==> src/rtl/wb_arbiter.sv <==
// Write-back arbiter: merges pipeline WB results and buffered long-latency
// results onto the single register file write port, pipeline first.
module wb_arbiter #(
  parameter int DATA_W       = 32,
  parameter int ADDR_W       = 5,
  parameter int DEPTH        = 2,
  parameter int STARVE_LIMIT = 4
) (
  input  logic                     clk,
  input  logic                     rst,
  input  logic                     pipe_wen,
  input  logic [ADDR_W-1:0]        pipe_waddr,
  input  logic [DATA_W-1:0]        pipe_wdata,
  input  logic                     lu_valid,
  output logic                     lu_ready,
  input  logic [ADDR_W-1:0]        lu_waddr,
  input  logic [DATA_W-1:0]        lu_wdata,
  input  logic [ADDR_W-1:0]        rd1_addr,
  input  logic [ADDR_W-1:0]        rd2_addr,
  output logic                     rd1_pending,
  output logic                     rd2_pending,
  output logic                     stall_req,
  output logic                     wrn,
  output logic [ADDR_W-1:0]        wrDataAddr,
  output logic [DATA_W-1:0]        wrData,
  output logic [$clog2(DEPTH):0]   buf_count
);

  localparam int PTR_W = $clog2(DEPTH);
  localparam int CNT_W = PTR_W + 1;
  localparam int STV_W = $clog2(STARVE_LIMIT + 1);
  localparam logic [CNT_W-1:0] FULL_C  = CNT_W'(DEPTH);
  localparam logic [STV_W-1:0] LIMIT_C = STV_W'(STARVE_LIMIT);

  logic [ADDR_W-1:0] r_mem_addr [DEPTH];
  logic [DATA_W-1:0] r_mem_data [DEPTH];
  logic [PTR_W-1:0]  r_wptr;
  logic [PTR_W-1:0]  r_rptr;
  logic [CNT_W-1:0]  r_count;
  logic [STV_W-1:0]  r_starve;
  logic              r_wrn;
  logic [ADDR_W-1:0] r_wr_addr;
  logic [DATA_W-1:0] r_wr_data;

  logic              w_pipe_write;
  logic              w_push;
  logic              w_pop;
  logic [DEPTH-1:0]  w_valid;
  logic              w_hit1;
  logic              w_hit2;

  // r0 writes never occupy the port; pop eligibility uses the registered
  // count so a fresh push cannot cut through in the same cycle.
  assign w_pipe_write = pipe_wen && (pipe_waddr != {ADDR_W{1'b0}});
  assign lu_ready     = !rst && (r_count < FULL_C);
  assign w_push       = lu_valid && lu_ready && (lu_waddr != {ADDR_W{1'b0}});
  assign w_pop        = !w_pipe_write && (r_count != {CNT_W{1'b0}});

  always_comb begin
    w_valid = '0;
    for (int i = 0; i < DEPTH; i++) begin
      w_valid[i] = ({1'b0, PTR_W'(i) - r_rptr} < r_count);
    end
  end

  always_comb begin
    w_hit1 = w_push && (lu_waddr == rd1_addr);
    w_hit2 = w_push && (lu_waddr == rd2_addr);
    for (int i = 0; i < DEPTH; i++) begin
      w_hit1 = w_hit1 | (w_valid[i] && (r_mem_addr[i] == rd1_addr));
      w_hit2 = w_hit2 | (w_valid[i] && (r_mem_addr[i] == rd2_addr));
    end
  end

  assign rd1_pending = !rst && (rd1_addr != {ADDR_W{1'b0}}) && w_hit1;
  assign rd2_pending = !rst && (rd2_addr != {ADDR_W{1'b0}}) && w_hit2;
  assign stall_req   = !rst && ((r_starve >= LIMIT_C) || ((r_count == FULL_C) && w_pipe_write));

  assign wrn        = r_wrn;
  assign wrDataAddr = r_wr_addr;
  assign wrData     = r_wr_data;
  assign buf_count  = r_count;

  always_ff @(posedge clk) begin
    if (rst) begin
      r_wrn     <= 1'b0;
      r_wr_addr <= '0;
      r_wr_data <= '0;
      r_wptr    <= '0;
      r_rptr    <= '0;
      r_count   <= '0;
      r_starve  <= '0;
      for (int i = 0; i < DEPTH; i++) begin
        r_mem_addr[i] <= '0;
        r_mem_data[i] <= '0;
      end
    end else begin
      if (w_pipe_write) begin
        r_wrn     <= 1'b1;
        r_wr_addr <= pipe_waddr;
        r_wr_data <= pipe_wdata;
      end else if (w_pop) begin
        r_wrn     <= 1'b1;
        r_wr_addr <= r_mem_addr[r_rptr];
        r_wr_data <= r_mem_data[r_rptr];
      end else begin
        r_wrn     <= 1'b0;
      end

      if (w_push) begin
        r_mem_addr[r_wptr] <= lu_waddr;
        r_mem_data[r_wptr] <= lu_wdata;
        r_wptr             <= r_wptr + PTR_W'(1);
      end
      if (w_pop) begin
        r_rptr <= r_rptr + PTR_W'(1);
      end

      case ({w_push, w_pop})
        2'b10:   r_count <= r_count + CNT_W'(1);
        2'b01:   r_count <= r_count - CNT_W'(1);
        default: r_count <= r_count;
      endcase

      // A non-empty FIFO that did not pop lost the slot to the pipeline.
      if ((r_count == {CNT_W{1'b0}}) || w_pop) begin
        r_starve <= '0;
      end else if (r_starve < LIMIT_C) begin
        r_starve <= r_starve + STV_W'(1);
      end else begin
        r_starve <= r_starve;
      end
    end
  end

endmodule

==> config.mk <==
export PLATFORM = sky130hd
export DESIGN_NAME = wb_arbiter
export DESIGN_NICKNAME = d
export VERILOG_FILES = /design/src/rtl/wb_arbiter.sv
export SDC_FILE = /design/constraint.sdc
export NUM_CORES = 1
export LEC_CHECK = 0
export CELL_PAD_IN_SITES_DETAIL_PLACEMENT = 0
export CELL_PAD_IN_SITES_GLOBAL_PLACEMENT = 1
export CORE_ASPECT_RATIO = 0.75
export CORE_MARGIN = 5
export CORE_UTILIZATION = 35
export CTS_CLUSTER_DIAMETER = 80
export CTS_CLUSTER_SIZE = 25
export DETAILED_ROUTE_END_ITERATION = 10
export GPL_TIMING_DRIVEN = 0
export HOLD_SLACK_MARGIN = 0.03
export PLACE_DENSITY_LB_ADDON = 0.1
export SLEW_MARGIN = 30
export SYNTH_ARGS = -nofsm -noshare
export SYNTH_HDL_FRONTEND = slang
export SYNTH_SLANG_ARGS = --single-unit
==> constraint.sdc <==
create_clock -name clk -period 2.5 [get_ports clk]
set_input_delay 0.5 -clock clk [delete_from_list [all_inputs] [get_ports clk]]
set_output_delay 0.5 -clock clk [all_outputs]
set_load 0.03 [all_outputs]
==> results_dict.tcl <==
set metrics [dict create \
    yosysUniqueCellTypes 35 \
    critPathBufInv 2 \
    insertedDiodeCount 0 \
    syn_inst 509 \
    p_leak_nw 2.87 \
    hold_depth 3 \
    yosysSeqAreaShare 0.557 \
    max_slew.worst_pin.slew_ns 0.710 \
    worst_ep_required_time_ns 2.00 \
    drive_above_1_share 0.131 \
    synth_top_cell_by_area "edfxtp_1" \
    synth_edf_count 74 \
    die_y_um 120 \
    finalCriticalPeriod_ns 2.46 \
    endpoint_kind "output pin" \
    top_usage_layer "met2" \
    final.period_utilization 0.984 \
    clk-insertion-delay-late_ns 0.42 \
    crit_family "buffers and inverters" \
    grt_pass1_vias 4425 \
    grt_max_degree 38 \
    status "finished, final reports clean" \
    synth_area_per_cell_um2 11.1 \
    cts_made_buffers 17 \
    die_area_mm2 0.0188 \
    syn_nets 600 \
    worstPathMaxFanout 4 \
    area_growth_pct 39.8 \
    syn_area_mm2 0.00564 \
    async_flop_share 0 \
    fmax_mhz 406 \
    fin_skew_ns 0.00570 \
    ios 132 \
    ctsLongestPathBuffers 2 \
    clkSinkCount 120 \
    cp-start-kind "primary input" \
    cts.clk_slew.worst_paths_ns 0.05 \
    relSlewSlack 0.527 \
    antenna_found_initial 0 \
    gr-total-overflow 0 \
    power_mw 7.30 \
    tns_ns 0 \
    ys_ff_latch 120 \
    drc_errors 0 \
    worstRegToRegCells 6 \
    cp_cell_sequence "clkdlybuf4s50_1 > xnor2_1 > nand3_1 > nor4_1 > o31a_1 > buf_6" \
    finalMaxSlewViolations 0 \
    critPathKind "primary input to output pin" \
    clockRootBuffer "clkbuf_16" \
    synth_top_area_frac 0.394 \
    detail_route.wl_per_cell_um 17.7 \
    critPathArrivalTime_ns 1.96 \
    synthFlopType "edfxtp_1" \
    vias_per_cell 4.75 \
    met1_usage 0.222 \
    coreArea_mm2 0.0159 \
    fp-row-count 40 \
    dr.pass1.iters 4 \
    fin_util 0.496 \
    grt_pass1_wl_um 24000 \
    crit_slowest_cell "clkdlybuf4s50_1" \
    path_depth 6 \
    synth_area_leaders "edfxtp_1 (39%), dfxtp_1 (16%), mux2i_1 (6.7%)" \
    ir_drop_uv 489 \
    die_w_um 157 \
    cts_tree "built" \
    grt_usage 0.170 \
    place_hpwl_um 11000 \
    ant_nets 0 \
    drv_cap 0 \
    yosys_warnings 0 \
    grt_use_met2 0.265 \
    wirelength_um 15600 \
    drt_iter0_markers 175 \
    io_buffers 129 \
    vias 4190 \
    initial_core_util 0.354 \
    final_nets 751 \
    finalHoldViolations 0 \
    cp_slowest_stage_delay_ns 0.61 \
    grtUsageMet3 0.0523 \
    setup_viol 0 \
    p_per_area_mw_per_mm2 925 \
    hp-class "primary input to flip-flop" \
    yosys-top-cells-count "edfxtp_1 (74), nand2_1 (74), and2_1 (52), dfxtp_1 (46), a21oi_1 (45)" \
    htreeDepth 4 \
    gp_congestion 0.846 \
]
-- sequential cells by signal, indices dropped and copies added (netlist names), named ones only --
register	flops
buf_count	2
r_rptr	1
r_mem_addr	10
wrn	1
r_starve	3
wrDataAddr	5
r_wptr	1
r_mem_data	64
wrData	32
-- metrics by stage --
stage / worst slack (ns) / hold slack [ns] / area (um2) / cells
3_5_place_dp: -1.08 / 0.529 / 7200 / 848
5_1_grt: -0.0239 / 0.475 / 7890 / 882
3_3_place_gp: -1.11 / 0.525 / 7200 / 848
4_1_cts: -0.0104 / 0.447 / 7870 / 882
6_report: 0.0398 / 0.457 / 7890 / 882
2_1_floorplan: 0.0260 / 0.498 / 5640 / 509
-- path summary, 6_finish.rpt --
kind	end	startpoint	slack (ns)
hold reg to reg	r_rptr	r_rptr	0.54
setup / recovery	rd1_pending	rd1_addr[0]	0.04
setup reg to reg	wrDataAddr[4]	buf_count[1]	0.35
hold / removal	wrDataAddr[0]	pipe_wen	0.46
-- cell usage in the layout (no fill, tap or decap), types with 6 or more instances in the layout --
cell type	n
a21oi_1	45
and2_1	52
xor2_1	10
edfxtp_1	74
nand2_1	74
nor2_1	8
xnor2_1	24
and2_4	14
buf_2	13
clkdlybuf4s50_1	113
mux2i_1	38
and2_2	8
dfxtp_1	46
clkbuf_1	19
nor3_1	6
clkbuf_16	17
o211ai_1	37
-- report_power, final --
part           internal (mW)  leakage, nW  total (mW)  switching (mW)
clock                   1.80        0.306        2.64           0.834
combinational          0.865         1.41        2.13            1.27
sequential              2.39         1.15        2.53           0.136
total                   5.06         2.87        7.30            2.24
-- layer usage --
metal	part of all wire	wire length, um
met2	0.45	7070
met1	0.47	7340
met3	0.059	925
met4	0.017	265
met5	0	0
-- area by class of cell --
type,instances,area [um2]
plain buffers,35,200
clock buffers,21,460
clock inverters,10,174
fillers,1466,8030
inverters,5,18.8
multi-input cells,348,2320
flip-flops and latches,120,3140
well taps,210,263
repair buffers,133,1310
-- kinds of logic after synthesis --
logic type	count (synthesis)	share of synthesized area
xor+xnor	34	0.0528
mux	38	0.0674
flops	120	0.557
buf+inv	41	0.0393
simple gates	183	0.175
fa+ha+maj	3	0.00665
compound gates	90	0.102
-- timing repair --
action                     CTS  global route
pin swaps                    4             4
buffers inserted             4             0
gates resized for setup     45             9
hold buffers                 0             0
setup endpoints to repair   79             4
-- worst min-delay path, stage by stage --
cell      delay, ns
clkbuf_1       0.16
nand2_1        0.11
a21oi_1        0.05
Note: power is estimated with default switching activity, not from simulation.
